### config.mk
export PLATFORM = sky130hd
export DESIGN_NAME = axi_lite_mem_port_flat
export DESIGN_NICKNAME = d
export VERILOG_FILES = /design/src/rtl/axi_lite_mem_port_if.sv /design/src/rtl/axi_lite_mem_port.sv /design/src/flat_wrapper.sv
export SDC_FILE = /design/constraint.sdc
export NUM_CORES = 1
export LEC_CHECK = 0
export ABC_CLOCK_PERIOD_IN_PS = 2200
export CAP_MARGIN = 20
export CORE_MARGIN = 2
export CORE_UTILIZATION = 47
export CTS_BUF_LIST = sky130_fd_sc_hd__clkbuf_4 sky130_fd_sc_hd__clkbuf_8
export DETAILED_ROUTE_END_ITERATION = 6
export GPL_TIMING_DRIVEN = 0
export PLACE_DENSITY_LB_ADDON = 0.08
export SLEW_MARGIN = 20
export SYNTH_ARGS = -nofsm -noshare
export SYNTH_HDL_FRONTEND = slang
export SYNTH_SLANG_ARGS = --single-unit
### constraint.sdc
create_clock -name clk -period 2.2 [get_ports clk]
set_clock_uncertainty 0.05 [all_clocks]
set_input_delay 0.44 -clock clk [delete_from_list [all_inputs] [get_ports clk]]
set_output_delay 0.44 -clock clk [all_outputs]
set_load 0.02 [all_outputs]
### src/rtl/axi_lite_mem_port_if.sv
// AXI4-lite bus bundle between the core memory port (master) and the memory fabric (slave).
interface axi_lite_mem_port_if #(
    parameter int ADDR_W = 32,
    parameter int DATA_W = 32
);
    localparam int STRB_W = DATA_W / 8;

    logic              awvalid;
    logic              awready;
    logic [ADDR_W-1:0] awaddress;
    logic [2:0]        awprot;
    logic              wvalid;
    logic              wready;
    logic [DATA_W-1:0] wdata;
    logic [STRB_W-1:0] wstrb;
    logic              bvalid;
    logic              bready;
    logic [1:0]        bresp;
    logic              arvalid;
    logic              arready;
    logic [ADDR_W-1:0] araddress;
    logic [2:0]        arprot;
    logic              rvalid;
    logic              rready;
    logic [DATA_W-1:0] rdata;
    logic [1:0]        rresp;

    modport master (
        output awvalid, awaddress, awprot, wvalid, wdata, wstrb, bready,
               arvalid, araddress, arprot, rready,
        input  awready, wready, bvalid, bresp, arready, rvalid, rdata, rresp
    );

    modport slave (
        input  awvalid, awaddress, awprot, wvalid, wdata, wstrb, bready,
               arvalid, araddress, arprot, rready,
        output awready, wready, bvalid, bresp, arready, rvalid, rdata, rresp
    );
endinterface

### src/rtl/axi_lite_mem_port.sv
// Core load/store/fetch port: one request becomes one AXI4-lite transaction, with lane alignment,
// strobes, load extension, error mapping and a bus-wait watchdog.
//
//   state        | meaning
//   IDLE         | req_ready=1, waiting for a core request
//   RD_ADDR      | arvalid/rready up, waiting for the ar handshake
//   RD_DATA      | address taken, waiting for rvalid
//   WR_ADDR_DATA | awvalid/wvalid up, each drops on its own handshake
//   WR_RESP      | bready up, waiting for bvalid
//   RESP         | rsp_valid held with rdata/err until rsp_ready
//   HUNG         | watchdog fired; bus outputs frozen until reset
module axi_lite_mem_port #(
    parameter int ADDR_W  = 32,
    parameter int DATA_W  = 32,
    parameter int TIMEOUT = 1024
) (
    input  logic                clk,
    input  logic                reset,
    input  logic                req_valid,
    output logic                req_ready,
    input  logic                req_write,
    input  logic                req_instr,
    input  logic [1:0]          req_size,
    input  logic                req_signed,
    input  logic [ADDR_W-1:0]   req_addr,
    input  logic [DATA_W-1:0]   req_wdata,
    output logic                rsp_valid,
    input  logic                rsp_ready,
    output logic [DATA_W-1:0]   rsp_rdata,
    output logic [1:0]          rsp_err,
    axi_lite_mem_port_if.master bus
);
    localparam int STRB_W  = DATA_W / 8;
    localparam int OFF_W   = $clog2(STRB_W);
    localparam int WD_W    = (TIMEOUT > 1) ? $clog2(TIMEOUT) : 1;
    localparam int WD_LOAD = (TIMEOUT > 0) ? TIMEOUT - 1 : 0;

    localparam logic [1:0] ERR_OK      = 2'd0;
    localparam logic [1:0] ERR_ALIGN   = 2'd1;
    localparam logic [1:0] ERR_BUS     = 2'd2;
    localparam logic [1:0] ERR_TIMEOUT = 2'd3;

    typedef enum logic [2:0] {
        IDLE, RD_ADDR, RD_DATA, WR_ADDR_DATA, WR_RESP, RESP, HUNG
    } state_t;

    state_t            state;
    logic [1:0]        lat_size;
    logic              lat_signed;
    logic [OFF_W-1:0]  lat_off;
    logic              aw_done;
    logic              w_done;
    logic              hung;
    logic [WD_W-1:0]   wd;

    logic              misaligned;
    logic [2:0]        size_mask;
    logic [7:0]        strb_base;
    logic              in_wait;
    logic              bus_done;
    logic              wd_fire;
    logic              aw_now;
    logic              w_now;
    logic              r_err;
    logic              b_err;
    logic [DATA_W-1:0] load_data;

    // Shift the addressed lanes down, keep 8<<size bits, then sign- or zero-fill above them.
    function automatic logic [DATA_W-1:0] load_extend(
        input logic [DATA_W-1:0] d,
        input logic [OFF_W-1:0]  off,
        input logic [1:0]        size,
        input logic              sgn
    );
        logic [DATA_W-1:0] s;
        logic [DATA_W-1:0] mask;
        logic [DATA_W-1:0] top;
        logic [6:0]        nb;
        logic              sbit;
        s    = d >> {off, 3'b000};
        nb   = 7'd8 << size;
        mask = (nb >= 7'(DATA_W)) ? {DATA_W{1'b1}} : ((DATA_W'(1) << nb) - DATA_W'(1));
        top  = mask & ~(mask >> 1);
        sbit = |(s & top);
        return (s & mask) | ((sgn && sbit) ? ~mask : {DATA_W{1'b0}});
    endfunction

    always_comb begin
        size_mask  = 3'((4'd1 << req_size) - 4'd1);
        misaligned = ((req_addr[2:0] & size_mask) != 3'd0) || (req_size == 2'd3 && DATA_W == 32);
        case (req_size)
            2'd0:    strb_base = 8'h01;
            2'd1:    strb_base = 8'h03;
            2'd2:    strb_base = 8'h0f;
            default: strb_base = 8'hff;
        endcase
        r_err     = (bus.rresp == 2'b10) || (bus.rresp == 2'b11);
        b_err     = (bus.bresp == 2'b10) || (bus.bresp == 2'b11);
        load_data = load_extend(bus.rdata, lat_off, lat_size, lat_signed);
        aw_now    = aw_done || (bus.awvalid && bus.awready);
        w_now     = w_done || (bus.wvalid && bus.wready);
        in_wait   = (state == RD_ADDR) || (state == RD_DATA) ||
                    (state == WR_ADDR_DATA) || (state == WR_RESP);
        bus_done  = (state == RD_ADDR && bus.arvalid && bus.arready && bus.rvalid) ||
                    (state == RD_DATA && bus.rvalid) ||
                    (state == WR_RESP && bus.bvalid);
        wd_fire   = (TIMEOUT != 0) && in_wait && (wd == '0) && !bus_done;
    end

    always_ff @(posedge clk) begin
        if (!reset) begin
            state         <= IDLE;
            req_ready     <= 1'b1;
            rsp_valid     <= 1'b0;
            rsp_rdata     <= '0;
            rsp_err       <= ERR_OK;
            bus.awvalid   <= 1'b0;
            bus.awaddress <= '0;
            bus.awprot    <= 3'b000;
            bus.wvalid    <= 1'b0;
            bus.wdata     <= '0;
            bus.wstrb     <= '0;
            bus.bready    <= 1'b0;
            bus.arvalid   <= 1'b0;
            bus.araddress <= '0;
            bus.arprot    <= 3'b000;
            bus.rready    <= 1'b0;
            lat_size      <= 2'd0;
            lat_signed    <= 1'b0;
            lat_off       <= '0;
            aw_done       <= 1'b0;
            w_done        <= 1'b0;
            hung          <= 1'b0;
            wd            <= '0;
        end else begin
            if (in_wait && wd != '0) begin
                wd <= wd - WD_W'(1);
            end

            case (state)
                IDLE: begin
                    if (req_valid && req_ready) begin
                        req_ready  <= 1'b0;
                        lat_size   <= req_size;
                        lat_signed <= req_signed;
                        lat_off    <= req_addr[OFF_W-1:0];
                        wd         <= WD_W'(WD_LOAD);
                        if (misaligned) begin
                            rsp_valid <= 1'b1;
                            rsp_err   <= ERR_ALIGN;
                            rsp_rdata <= '0;
                            state     <= RESP;
                        end else if (req_write) begin
                            bus.awvalid   <= 1'b1;
                            bus.awaddress <= req_addr;
                            bus.awprot    <= req_instr ? 3'b101 : 3'b000;
                            bus.wvalid    <= 1'b1;
                            bus.wdata     <= req_wdata << {req_addr[OFF_W-1:0], 3'b000};
                            bus.wstrb     <= STRB_W'(strb_base) << req_addr[OFF_W-1:0];
                            aw_done       <= 1'b0;
                            w_done        <= 1'b0;
                            state         <= WR_ADDR_DATA;
                        end else begin
                            bus.arvalid   <= 1'b1;
                            bus.araddress <= req_addr;
                            bus.arprot    <= req_instr ? 3'b101 : 3'b000;
                            bus.rready    <= 1'b1;
                            state         <= RD_ADDR;
                        end
                    end
                end

                RD_ADDR: begin
                    if (bus.arvalid && bus.arready) begin
                        bus.arvalid <= 1'b0;
                        if (bus.rvalid) begin
                            bus.rready <= 1'b0;
                            rsp_valid  <= 1'b1;
                            rsp_err    <= r_err ? ERR_BUS : ERR_OK;
                            rsp_rdata  <= r_err ? '0 : load_data;
                            state      <= RESP;
                        end else begin
                            state <= RD_DATA;
                        end
                    end
                end

                RD_DATA: begin
                    if (bus.rvalid) begin
                        bus.rready <= 1'b0;
                        rsp_valid  <= 1'b1;
                        rsp_err    <= r_err ? ERR_BUS : ERR_OK;
                        rsp_rdata  <= r_err ? '0 : load_data;
                        state      <= RESP;
                    end
                end

                WR_ADDR_DATA: begin
                    if (bus.awvalid && bus.awready) begin
                        bus.awvalid <= 1'b0;
                        aw_done     <= 1'b1;
                    end
                    if (bus.wvalid && bus.wready) begin
                        bus.wvalid <= 1'b0;
                        w_done     <= 1'b1;
                    end
                    // bready only rises once both channels are through, so an early bvalid is never taken.
                    if (aw_now && w_now) begin
                        bus.bready <= 1'b1;
                        state      <= WR_RESP;
                    end
                end

                WR_RESP: begin
                    if (bus.bvalid) begin
                        bus.bready <= 1'b0;
                        rsp_valid  <= 1'b1;
                        rsp_err    <= b_err ? ERR_BUS : ERR_OK;
                        rsp_rdata  <= '0;
                        state      <= RESP;
                    end
                end

                RESP: begin
                    if (rsp_ready) begin
                        rsp_valid <= 1'b0;
                        if (hung) begin
                            state <= HUNG;
                        end else begin
                            req_ready <= 1'b1;
                            state     <= IDLE;
                        end
                    end
                end

                HUNG: begin
                    req_ready <= 1'b0;
                end

                default: begin
                    state <= IDLE;
                end
            endcase

            // Watchdog overrides the state move but leaves bus valids alone: AXI forbids withdrawing them.
            if (wd_fire) begin
                rsp_valid <= 1'b1;
                rsp_err   <= ERR_TIMEOUT;
                rsp_rdata <= '0;
                hung      <= 1'b1;
                state     <= RESP;
            end
        end
    end
endmodule
### src/flat_wrapper.sv
// flat-port wrapper written by rule: the top's interface ports become plain ports
module axi_lite_mem_port_flat 
#(
    parameter int ADDR_W  = 32,
    parameter int DATA_W  = 32,
    parameter int TIMEOUT = 1024
)
  (clk, reset, req_valid, req_ready, req_write, req_instr, req_size, req_signed, req_addr, req_wdata, rsp_valid, rsp_ready, rsp_rdata, rsp_err, bus_awvalid, bus_awaddress, bus_awprot, bus_wvalid, bus_wdata, bus_wstrb, bus_bready, bus_arvalid, bus_araddress, bus_arprot, bus_rready, bus_awready, bus_wready, bus_bvalid, bus_bresp, bus_arready, bus_rvalid, bus_rdata, bus_rresp);
  axi_lite_mem_port_if #(.ADDR_W(ADDR_W), .DATA_W(DATA_W)) bus_i ();
  input  logic clk;
  input  logic reset;
  input  logic req_valid;
  output logic req_ready;
  input  logic req_write;
  input  logic req_instr;
  input  logic [1:0] req_size;
  input  logic req_signed;
  input  logic [ADDR_W-1:0] req_addr;
  input  logic [DATA_W-1:0] req_wdata;
  output logic rsp_valid;
  input  logic rsp_ready;
  output logic [DATA_W-1:0] rsp_rdata;
  output logic [1:0] rsp_err;
  output wire logic [$bits(bus_i.awvalid)-1:0] bus_awvalid;
  output wire logic [$bits(bus_i.awaddress)-1:0] bus_awaddress;
  output wire logic [$bits(bus_i.awprot)-1:0] bus_awprot;
  output wire logic [$bits(bus_i.wvalid)-1:0] bus_wvalid;
  output wire logic [$bits(bus_i.wdata)-1:0] bus_wdata;
  output wire logic [$bits(bus_i.wstrb)-1:0] bus_wstrb;
  output wire logic [$bits(bus_i.bready)-1:0] bus_bready;
  output wire logic [$bits(bus_i.arvalid)-1:0] bus_arvalid;
  output wire logic [$bits(bus_i.araddress)-1:0] bus_araddress;
  output wire logic [$bits(bus_i.arprot)-1:0] bus_arprot;
  output wire logic [$bits(bus_i.rready)-1:0] bus_rready;
  input wire logic [$bits(bus_i.awready)-1:0] bus_awready;
  input wire logic [$bits(bus_i.wready)-1:0] bus_wready;
  input wire logic [$bits(bus_i.bvalid)-1:0] bus_bvalid;
  input wire logic [$bits(bus_i.bresp)-1:0] bus_bresp;
  input wire logic [$bits(bus_i.arready)-1:0] bus_arready;
  input wire logic [$bits(bus_i.rvalid)-1:0] bus_rvalid;
  input wire logic [$bits(bus_i.rdata)-1:0] bus_rdata;
  input wire logic [$bits(bus_i.rresp)-1:0] bus_rresp;
  assign bus_awvalid = bus_i.awvalid;
  assign bus_awaddress = bus_i.awaddress;
  assign bus_awprot = bus_i.awprot;
  assign bus_wvalid = bus_i.wvalid;
  assign bus_wdata = bus_i.wdata;
  assign bus_wstrb = bus_i.wstrb;
  assign bus_bready = bus_i.bready;
  assign bus_arvalid = bus_i.arvalid;
  assign bus_araddress = bus_i.araddress;
  assign bus_arprot = bus_i.arprot;
  assign bus_rready = bus_i.rready;
  assign bus_i.awready = bus_awready;
  assign bus_i.wready = bus_wready;
  assign bus_i.bvalid = bus_bvalid;
  assign bus_i.bresp = bus_bresp;
  assign bus_i.arready = bus_arready;
  assign bus_i.rvalid = bus_rvalid;
  assign bus_i.rdata = bus_rdata;
  assign bus_i.rresp = bus_rresp;
  axi_lite_mem_port #(.ADDR_W(ADDR_W), .DATA_W(DATA_W), .TIMEOUT(TIMEOUT)) u_core (.clk(clk), .reset(reset), .req_valid(req_valid), .req_ready(req_ready), .req_write(req_write), .req_instr(req_instr), .req_size(req_size), .req_signed(req_signed), .req_addr(req_addr), .req_wdata(req_wdata), .rsp_valid(rsp_valid), .rsp_ready(rsp_ready), .rsp_rdata(rsp_rdata), .rsp_err(rsp_err), .bus(bus_i));
endmodule
Word-level counts from Yosys, hierarchy flattened. Index checks and enable logic that the tools add are counted.

Add/subtract/negate cells: 3. Order comparisons: 1. Equal/unequal tests: 34. Shifts and indexed selects: 6. Muxes and demuxes: 72. Bitwise operators: 11. Reductions and logical operators: 54.

Operators by type and width (number): $mux 32 (8); $pmux 32 s4 (1); $and 32x32->32 (3); $mux 3 (11); $not 31->32 (1); $not 32->32 (1); $or 32x32->32 (1); $reduce_or 32->1 (1); $shl 1x7->32 const A (1); $shl 32x5->32 (1); $shr 32x5->32 (1); $sub 32x1->32 const B (1); $mux 10 (3); $reduce_and 5->1 (6); $mux 1 (28); $ne 2x2->1 const B (11); $pmux 3 s7 (1); $mux 2 (9); $ne 3x2->1 const B (5); $logic_and 1x1->1 (14); $reduce_and 7->1 (2); $eq 2x2->1 const B (6); $pmux 1 s2 (6); $pmux 4 s3 (1); other kinds (33) (58).

Flip-flop bits (word level): 168. Bits of input ports: 114. Output and inout bits: 147. Logic and storage cells: 205.

Longest topological paths before layout. Gate-level depths: netlist of the first run.

Word-level depth: 15. Mapped depth: 9. Mapped depth without buffers: 7.

Worst setup path after synthesis of the first run. OpenSTA, ideal clock, no wires.

Kind: reg-to-reg. From: register u_core.req_ready. To: register u_core.rsp_err[1]. Library setup time: 0.115 ns. Data arrival time: 1.778 ns. Required time: 2.035 ns. Setup slack: 0.258 ns. Cell stages (with the launch flop): 7. Path buffers: 1. Period minus slack after synthesis: 1.942 ns. Cells stage by stage: dfxtp_1 -> nand2_1 -> nor3_1 -> o22a_1 -> buf_2 -> mux2_1 -> o21a_1.

Word-level cells in the longest chain between the ends: 3.

Ends and longest elaborated chain: start, declared (RTL line axi_lite_mem_port.sv:20) `output logic req_ready,`; start signal, assigned (RTL line axi_lite_mem_port.sv:113) `req_ready <= 1'b1;`; start signal, assigned (RTL line axi_lite_mem_port.sv:143) `req_ready <= 1'b0;`; start signal, assigned (RTL line axi_lite_mem_port.sv:230) `req_ready <= 1'b1;`; $logic_and 1x1->1 (RTL line axi_lite_mem_port.sv:142) `if (req_valid && req_ready) begin`; $ne 3x1->1 (no line); $reduce_and 5->1 (no line); end signal, assigned (RTL line axi_lite_mem_port.sv:179) `rsp_err <= r_err ? ERR_BUS : ERR_OK;`; end signal, assigned (RTL line axi_lite_mem_port.sv:192) `rsp_err <= r_err ? ERR_BUS : ERR_OK;`; end signal, assigned (RTL line axi_lite_mem_port.sv:218) `rsp_err <= b_err ? ERR_BUS : ERR_OK;`; end, declared (RTL line axi_lite_mem_port.sv:30) `output logic [1:0] rsp_err,`.

No other way between the ends. A chain may end at the register's enable or synchronous reset.

Worst setup path in the final report of the first run.
From: register u_core.state[2]. To: register u_core.rsp_rdata[27].

Word-level cells in the longest chain between the ends: 9. Elaborated cells between the ends (all ways): 26. Those cells by class: eq/ne: 8; mux: 1; reduce/logical: 17.

Ends and longest elaborated chain: start, declared (RTL line axi_lite_mem_port.sv:47) `state_t state;`; start signal, assigned (RTL line axi_lite_mem_port.sv:112) `state <= IDLE;`; start signal, assigned (RTL line axi_lite_mem_port.sv:152) `state <= RESP;`; start signal, assigned (RTL line axi_lite_mem_port.sv:162) `state <= WR_ADDR_DATA;`; $eq 3x1->1 (RTL line axi_lite_mem_port.sv:102, axi_lite_mem_port.sv:104, axi_lite_mem_port.sv:140); $logic_and 1x1->1 (3 in series) (RTL line axi_lite_mem_port.sv:104) `bus_done = (state == RD_ADDR && bus.arvalid && bus.arready && bus.rvalid) ||`; $logic_or 1x1->1 (RTL line axi_lite_mem_port.sv:104); $logic_or 1x1->1 (RTL line axi_lite_mem_port.sv:105) `(state == RD_DATA && bus.rvalid) ||`; $logic_not 1->1 (RTL line axi_lite_mem_port.sv:107) `wd_fire = (TIMEOUT != 0) && in_wait && (wd == '0) && !bus_done;`; $logic_and 1x1->1 (RTL line axi_lite_mem_port.sv:107); $reduce_or 2->1 (no line); end signal, assigned (RTL line axi_lite_mem_port.sv:180) `rsp_rdata <= r_err ? '0 : load_data;`; end signal, assigned (RTL line axi_lite_mem_port.sv:193) `rsp_rdata <= r_err ? '0 : load_data;`; end, declared (RTL line axi_lite_mem_port.sv:29) `output logic [DATA_W-1:0] rsp_rdata,`.

Parallel ways exist; a longest one is shown, timed or not.

==> run metrics, run 1 <==
status=completed; placer congestion estimate=0.933; min-delay src=reset; Synth Instances=920; synthesized area per cell=8.05 sq um; sequential fraction of the synthesis area=44.3%; WHS=0.350 ns; GRT Util Overall=28.8%; slowest stage delay, CP=0.84 ns; Routed WL per cell=17.1 um; Power, Total=10.0 mW; Setup TNS Final=0 ns; fin nets=1311; slowest stage cell, crit path=nor4_2; Synth Flop Type=dfxtp_1; Final Hold Vio Count=0; worst skew pair latency=0.46 ns; starting DRC count in detailed routing=513; H-tree Lvls=4; fmax=0.462 GHz; CTS Buf Count=17; CP Cell Sequence=buf_2 > or2_1 > nor4_2 > nand2_1 > a211oi_2; Least-Margin Pin Slew=0.945 ns; hpwl dp=18.4 mm; Final ANT Viol Nets=0; # fillers=1354; CP startpoint kind=flip-flop; first-pass GRT wire length=37.7 mm; cell area after layout=0.0107 sq mm; Tcrit/Tclk final=98.4%; Pleak=3.71 nW; mapped cell area=0.00740 sq mm; vias in the first global route=7173; Chip Width=130 um; CP max FO=10; Max-Cap Viols=0; global-route congestion overflow total=0; DRC viols=0; worst rel slew slack=36.5%; min cycle time layout=2.16 ns; initial core utilization=48.3%; RSZ-0062 raised after global routing=yes; cts-stage hold buffer count=0; Critical R2R Launch=u_core.state[2]; largest net degree at the start of global routing=17; Pwr Density=936 mW/mm^2; dpl cell area=0.0102 sq mm; Vias/cell=5.38; Reg2Reg Setup Slack=0.04 ns; yosys warns=0; row cnt=45; CP Launch Point=u_core.state[2]; placeable core region=0.0153 sq mm; Critical path destination=u_core.rsp_rdata[27]; CP required=2.53 ns; Synth Register Bits=164; Vias=7628; worst hold path class=in -> reg; Worst R2R End=u_core.rsp_rdata[27]; number of synthesized flops with an enable pin=0; drt first pass iters=4; CTS tree=done; Post-synth ARST share=0%; Worst Reg2Reg Path Length in Cells=5; IO Port Bufs=255; Post-Route WL=24.3 mm; Longest Clk Path Bufs=2; kind of end point of the critical path=flip-flop; Netlist cell types=62; WP data arrival=2.50 ns; initial antenna violation count=0; Peak supply drop=0.405 mV; TritonCTS Sinks=164; Clock Pin Slew Worst Setup and Hold Paths=0.09 ns; final slew viol count=0; CTS Root Cell=clkbuf_8; Die Ht=130 um; Die Area=0.0168 sq mm; Layout area overhead=44.4%; CP Class=reg -> reg; # setup viols final=0; diode count=0; Ports=261; share of cells above drive strength 1=10.2%
## flip-flops by register name (all words and copies together) (netlist names), 2 cells and up
signal	cells
u_core.lat_off	2
u_core.lat_size	2
u_core.wd	10
u_core.bus.awaddress	32
u_core.bus.wstrb	4
u_core.rsp_rdata	32
u_core.rsp_err	2
u_core.bus.araddress	32
u_core.bus.wdata	32
u_core.state	3
## synthesized netlist by cell type (9+ instances only)
cell	instances	area (sq um)
dfxtp_1	164	3280
clkbuf_1	36	135
nand3_1	21	105
a211oi_1	31	233
nor2b_1	17	106
nand2_1	206	773
a21oi_1	144	721
buf_4	13	97.6
nor2_1	67	251
buf_2	16	80.1
mux2i_1	31	310
o2111ai_1	9	78.8
mux2_2	11	124
o21ai_0	16	80.1
nor3_1	31	155
a211oi_2	10	125
## where the power goes
part	leakage, nW	switching, mW	total (mW)	internal, mW
Sequential	1.33	0.256	3.62	3.37
Clock	0.199	1.14	2.11	0.968
Combinational	2.18	2.48	4.27	1.79
Total	3.71	3.88	10.0	6.13
## worst min path at each step
| stage | cells past startpoint | slack, ns | endpoint |
|---|---|---|---|
| floorplan | 2 | 0.39 | u_core.lat_signed |
| global placement | 2 | 0.39 | u_core.bus.wdata[0] |
| detailed placement | 2 | 0.39 | u_core.rsp_rdata[10] |
| CTS | 3 | 0.32 | u_core.rsp_valid |
| global route | 3 | 0.36 | u_core.rsp_valid |
| finish | 3 | 0.35 | u_core.rsp_valid |
## layout make-up
class                      instances  area [sq um]  share of cell area, %
timing repair buffer             255          2550                   23.9
multi-input combinational        676          3790                   35.5
clock buffer                      21           270                   2.53
inverter                           9          33.8                  0.316
sequential                       164          3280                   30.7
buffer                            72           390                   3.65
clock inverter                    11           103                  0.960
tap                              211           264                   2.47
## metrics by stage
| step | instances | util, % | setup WS, ns |
|---|---|---|---|
| after detailed placement | 1387 | 66.8 | -0.599 |
| after CTS | 1419 | 69.3 | 0.00589 |
| after global routing | 1419 | 69.8 | -0.0685 |
| after floorplan | 921 | - | 0.258 |
| final | 1419 | 69.8 | 0.0363 |
| after global placement | 1387 | 66.8 | -0.633 |
## worst max-delay path: cells and delay by family, from the launching register on
| kind | cells | cell delay [ns] |
|---|---|---|
| AOI/OAI and AO/OA | 1 | 0.24 |
| buffers and inverters | 1 | 0.17 |
| DFF | 1 | 0.30 |
| and+or+nand+nor | 3 | 1.33 |
## cell usage in the layout (no fill, tap or decap), types with 8 or more instances in the layout
cell,instances
a211oi_1,30
a211oi_2,11
a21oi_1,143
buf_2,16
buf_4,13
clkbuf_1,32
clkbuf_8,18
clkdlybuf4s50_1,255
dfxtp_1,164
inv_1,8
mux2_2,11
mux2i_1,31
nand2_1,205
nand3_1,21
nor2_1,65
nor2b_1,17
nor3_1,27
o2111ai_1,8
o21ai_0,15
## what timing repair did
item,in CTS,in global routing
buffers inserted,0,0
endpoints found under the setup margin,27,81
cloned,0,0
gates resized for setup,3,24
## cells by family after synthesis
family / synth area share [%]
XOR/XNOR: 0.710
AND/OR/NAND/NOR: 23.1
buffers and inverters: 5.64
AO/OA/AOI/OAI: 19.8
other: 0.0506
flip-flops: 44.3
multiplexers: 6.02
adder cells (fa/ha/maj): 0.338
## routing by layer
metal | vias up | share of wire (%) | global-route usage (%)
met5 | - | 0 | 0
met4 | 0 | 2.8 | 10.6
met3 | 45 | 8.8 | 8.75
met2 | 310 | 46 | 46.7
met1 | 3544 | 42 | 36.4
li1 | 3729 | - | -
(Power assumes the default switching activity.)
==> run 2, diff against run 1 <==
- MAX_ROUTING_LAYER: unset -> met4
- SKIP_CTS_REPAIR_TIMING: unset -> 1
==> run 2 against run 1 <==
Global-route usage up 0.96 points. Maximum frequency down 0.42%. Flip-flop and latch count unchanged. Clock power up 12%. Cell area up 0.65%. Die area unchanged. Sequential power about the same. Register-to-register slack better by 0.03 ns.
==> run metrics, run 2 (synthesis gave the netlist of run 1 again) <==
largest net degree at the start of global routing=17 (unchanged); first-pass GRT wire length=37.6 mm (was 37.7 mm); Switching Fraction=37.4% (was 38.7%); initial core utilization=48.3% (unchanged); Clk pwr share=22.9% (was 21.1%); Routed WL per cell=17.3 um (was 17.1 um); dpl cell area=0.0102 sq mm (unchanged); Placed Cells=1387 (unchanged); Die Area=0.0168 sq mm (unchanged); Worst Reg2Reg Path Length in Cells=7 (was 5); Least-Margin Pin Slew=0.734 ns (was 0.945 ns); cell area after layout=0.0108 sq mm (was 0.0107 sq mm); sequential power share=35.0% (was 36.2%); placer congestion estimate=0.942 (was 0.933); kind of end point of the critical path=flip-flop (unchanged); Pwr Density=962 mW/mm^2 (was 936 mW/mm^2); global-route congestion overflow total=0 (unchanged); placeable core region=0.0153 sq mm (unchanged); CTS Buf Count=17 (unchanged); CTS tree=done (unchanged); Longest Clk Path Bufs=2 (unchanged); Reg2Reg Setup Slack=0.07 ns (was 0.04 ns); fmax=0.460 GHz (was 0.462 GHz); Worst R2R End=u_core.rsp_rdata[17] (was u_core.rsp_rdata[27]); Vias/cell=5.39 (was 5.38); CTS Root Cell=clkbuf_8 (unchanged); TritonCTS Sinks=164 (unchanged); share of cells above drive strength 1=10.3% (was 10.2%); final slew viol count=0 (unchanged); Worst Hold Depth=3 (unchanged); Clock Pin Slew Worst Setup and Hold Paths=0.08 ns (was 0.09 ns); H-tree Lvls=4 (unchanged); DRC viols=0 (unchanged); switching power=3.87 mW (was 3.88 mW); # setup viols final=0 (unchanged); Power, Total=10.4 mW (was 10.0 mW); combinational share of power=42.1% (was 42.7%); worst rel slew slack=51.1% (was 36.5%); RSZ-0062 raised after global routing=yes (unchanged); min-delay src=reset (unchanged); WP data arrival=2.45 ns (was 2.50 ns); Tcrit/Tclk final=98.8% (was 98.4%); Pleak=3.74 nW (was 3.71 nW); GRT Util Overall=29.7% (was 28.8%); Die Ht=130 um (unchanged); Ports=261 (unchanged); Max-Cap Viols=0 (unchanged); starting DRC count in detailed routing=657 (was 513); CP Cell Sequence=clkdlybuf4s50_1 > nor3_2 > nor2_1 > or3_1 > buf_2 > clkbuf_2 > nand2_1 > a21oi_1 (was buf_2 > or2_1 > nor4_2 > nand2_1 > a211oi_2); slowest stage delay, CP=0.54 ns (was 0.84 ns); CP required=2.47 ns (was 2.53 ns); Final ANT Viol Nets=0 (unchanged); Vias=7654 (was 7628); vias in the first global route=7242 (was 7173); Layout area overhead=45.3% (was 44.4%); Chip Width=130 um (unchanged); Peak supply drop=0.497 mV (was 0.405 mV); CP Class=in -> reg (was reg -> reg); worst skew pair latency=0.45 ns (was 0.46 ns); commonest non-fill, non-tap cells in the layout=255 x clkdlybuf4s50_1, 205 x nand2_1, 164 x dfxtp_1, 142 x a21oi_1, 66 x nor2_1 (was 255 x clkdlybuf4s50_1, 205 x nand2_1, 164 x dfxtp_1, 143 x a21oi_1, 65 x nor2_1); Critical R2R Launch=u_core.state[2] (unchanged); row cnt=45 (unchanged); initial antenna violation count=0 (unchanged); drt first pass iters=5 (was 4); Post-Route WL=24.5 mm (was 24.3 mm); internal power=6.49 mW (was 6.13 mW); status=completed (unchanged); commonest non-fill, non-tap cell in the layout=clkdlybuf4s50_1 (unchanged); worst hold path class=in -> reg (unchanged); fin nets=1313 (was 1311); CP max FO=10 (unchanged); Hold EP=u_core.rsp_err[0] (was u_core.rsp_valid); IO Port Bufs=255 (unchanged); hpwl dp=18.5 mm (was 18.4 mm); slowest stage cell, crit path=clkdlybuf4s50_1 (was nor4_2); diode count=0 (unchanged); Post-Layout Cell Count=1420 (was 1419); CP startpoint kind=input pin (was flip-flop); Final Hold Vio Count=0 (unchanged); min cycle time layout=2.17 ns (was 2.16 ns)
[run 2: cell type report]
| type | count | area (sq um) |
|---|---|---|
| Fill cell | 1301 | 4550 |
| Inverter | 9 | 33.8 |
| Multi-Input combinational cell | 676 | 3790 |
| Clock buffer | 24 | 312 |
| Timing Repair Buffer | 257 | 2570 |
| Tap cell | 211 | 264 |
| Buffer | 72 | 390 |
| Sequential cell | 164 | 3280 |
| Clock inverter | 7 | 120 |
[run 2: layer usage]
metal / vias to the layer above / routed length (um) / track usage (%)
li1: 3724 / - / -
met1: 3544 / 10200 / 36.6
met2: 329 / 11200 / 45.8
met3: 57 / 2260 / 9.37
met4: 0 / 885 / 11.4
met5: - / 0 / -
[run 2: per-stage QoR]
| stage | hold slack (ns) | setup TNS [ns] | setup slack [ns] | utilization (%) |
|---|---|---|---|---|
| 3_3_place_gp | 0.389 | -65.35 | -0.647 | 66.8 |
| 2_1_floorplan | 0.386 | 0 | 0.258 | - |
| 5_1_grt | 0.358 | -0.556 | -0.0375 | 70.3 |
| 4_1_cts | 0.330 | -6.29 | -0.170 | 69.6 |
| 3_5_place_dp | 0.393 | -63.84 | -0.623 | 66.8 |
| 6_report | 0.360 | 0 | 0.0271 | 70.3 |
[run 2: worst max-delay path, delay by kind of cell]
family                 cells  cell delay (ns)
AND/OR/NAND/NOR            4             0.97
buffers and inverters      3             0.97
AO/OA/AOI/OAI              1             0.07
[run 2: power by group through the flow]
stage                     Clock (mW)  Combinational (mW)  Sequential (mW)
final                           2.37                4.36             3.62
after global routing            2.51                4.73             3.67
after CTS                       2.40                4.19             3.61
after detailed placement           0                4.17             3.68
after global placement             0                4.12             3.67
after floorplan                    0                2.43             3.96
[run 2: how the worst max path moves through the flow]
stage,endpoint,cells after the start,slack [ns],startpoint
global placement,u_core.bus.wdata[25],7,-0.65,req_addr[0]
floorplan,u_core.rsp_err[1],6,0.26,u_core.req_ready
detailed placement,u_core.bus.wdata[25],7,-0.62,req_addr[0]
global route,u_core.bus.araddress[16],8,-0.04,req_size[0]
CTS,u_core.bus.wstrb[2],7,-0.17,req_addr[0]
finish,u_core.bus.araddress[10],8,0.03,req_size[0]
==> run 3, diff against run 2 <==
- CORE_MARGIN: 2 -> unset
- CORE_UTILIZATION: 47 -> 45
- CTS_BUF_LIST: sky130_fd_sc_hd__clkbuf_4 sky130_fd_sc_hd__clkbuf_8 -> unset
==> run 3 against run 2 <==
Wire length increased by 0.11%. Global-route usage about the same. Die area increased by 1.2%. Power increased by 3.6%. Setup slack improved by 0.087 ns.
==> run metrics, run 3 (synthesis gave the netlist of run 1 again) <==
status=completed (unchanged); CTS Buf Count=17 (unchanged); placer congestion estimate=0.939 (was 0.942); Ports=261 (unchanged); # fillers=1399 (was 1301); CP delay by family, top=compound AO/OA/AOI/OAI gates (was simple AND/OR/NAND/NOR gates); drt first pass iters=5 (unchanged); global-route congestion overflow total=0 (unchanged); WP data arrival=2.41 ns (was 2.45 ns); H-tree Lvls=4 (unchanged); worst rel slew slack=41.9% (was 51.1%); CP required=2.52 ns (was 2.47 ns); Pwr Density=984 mW/mm^2 (was 962 mW/mm^2); Final ANT Viol Nets=0 (unchanged); Die Ht=130 um (about the same); CP Launch Point=u_core.state[2] (was req_size[0]); RSZ-0062 raised after global routing=yes (unchanged); CP Cell Sequence=buf_2 > or2_1 > nor2_4 > a21boi_2 > o211ai_1 > a21oi_1 (was clkdlybuf4s50_1 > nor3_2 > nor2_1 > or3_1 > buf_2 > clkbuf_2 > nand2_1 > a21oi_1); # setup viols final=0 (unchanged); Least-Margin Pin Slew=0.869 ns (was 0.734 ns); Longest Clk Path Bufs=2 (unchanged); CP Class=reg -> reg (was in -> reg); starting DRC count in detailed routing=489 (was 657); worst skew pair latency=0.43 ns (was 0.45 ns); Final Hold Vio Count=0 (unchanged); CTS tree=done (unchanged); CTS Root Cell=clkbuf_16 (was clkbuf_8); Vias/cell=5.34 (was 5.39); Critical R2R Launch=u_core.state[2] (unchanged); Post-Layout Cell Count=1423 (was 1420); Routed WL per cell=17.3 um (about the same); Placed Cells=1392 (was 1387); Layout area overhead=47.2% (was 45.3%); commonest non-fill, non-tap cell in the layout=clkdlybuf4s50_1 (unchanged); largest net degree at the start of global routing=17 (unchanged); initial antenna violation count=0 (unchanged); share of cells above drive strength 1=10.2% (was 10.3%); kind of end point of the critical path=flip-flop (unchanged); final slew viol count=0 (unchanged); multi-input logic area=0.00381 sq mm (was 0.00379 sq mm); IO Port Bufs=255 (unchanged); first-pass GRT wire length=37.2 mm (was 37.6 mm); Tcrit/Tclk final=94.8% (was 98.8%); Setup TNS Final=0 ns (unchanged); min cycle time layout=2.09 ns (was 2.17 ns); FF+latch area=0.00328 sq mm (unchanged); fin nets=1311 (was 1313); initial core utilization=46.3% (was 48.3%); worst hold path class=in -> reg (unchanged); WHS=0.393 ns (was 0.360 ns); Bufs and invs on worst path=1 (was 3); Chip Width=130 um (about the same); Pleak=3.82 nW (was 3.74 nW); Power, Total=10.7 mW (was 10.4 mW); CP max FO=10 (unchanged); fin util=68.1% (was 70.3%); Post-Route WL=24.6 mm (was 24.5 mm); TritonCTS Sinks=164 (unchanged); diode count=0 (unchanged); vias in the first global route=7053 (was 7242); GRT Util Overall=29.7% (about the same); row cnt=46 (was 45); min-delay src=reset (unchanged); commonest non-fill, non-tap cells in the layout=253 x clkdlybuf4s50_1, 205 x nand2_1, 164 x dfxtp_1, 143 x a21oi_1, 66 x nor2_1 (was 255 x clkdlybuf4s50_1, 205 x nand2_1, 164 x dfxtp_1, 142 x a21oi_1, 66 x nor2_1); Die Area=0.0170 sq mm (was 0.0168 sq mm); CP startpoint kind=flip-flop (was input pin); Max-Cap Viols=0 (unchanged); slowest stage cell, crit path=a21boi_2 (was clkdlybuf4s50_1); hpwl dp=18.1 mm (was 18.5 mm); DRC viols=0 (unchanged); placeable core region=0.0160 sq mm (was 0.0153 sq mm); Peak supply drop=0.660 mV (was 0.497 mV); fmax=0.479 GHz (was 0.460 GHz); Clock Pin Slew Worst Setup and Hold Paths=0.07 ns (was 0.08 ns); slowest stage delay, CP=0.45 ns (was 0.54 ns); Vias=7601 (was 7654)
[run 3: per-layer routing]
metal	share of wire [%]	track usage, %
met4	1.5	9.23
met5	0	-
met2	49	49.5
met3	8.4	8.32
met1	41	34.5
[run 3: power breakdown]
group	total, mW	internal (mW)	switching (mW)
Sequential	3.62	3.37	0.250
Combinational	4.33	1.82	2.51
Clock	2.78	1.49	1.29
Total	10.7	6.68	4.06
[run 3: tightest hold or removal path, cell delays in order]
cell and delay, ns:
clkbuf_1 0.23, nand2_1 0.12, a21oi_1 0.04
[run 3: path summary, 6_finish.rpt]
check                                                to  slack, ns  cells after the start
worst max-delay path               u_core.rsp_rdata[15]       0.11                      6
worst min-delay path                   u_core.rsp_valid       0.39                      3
worst max register to register     u_core.rsp_rdata[15]       0.11                      6
worst min register to register  u_core.bus.awaddress[2]       0.40                      2
[run 3: layout make-up]
class / count / area share [%]
clock inverters: 13 / 0.952
flip-flops and latches: 164 / 30.1
clock buffers: 18 / 4.03
inverters: 9 / 0.310
multi-input cells: 676 / 35.0
plain buffers: 72 / 3.67
repair buffers: 255 / 23.5
well taps: 216 / 2.48
[run 3: stage by stage]
step                      worst slack (ns)  area, sq um
after floorplan                      0.258         7410
after global placement              -0.676        10200
after detailed placement            -0.703        10200
after CTS                           -0.271        10800
after global routing               -0.0213        10900
final                                0.114        10900
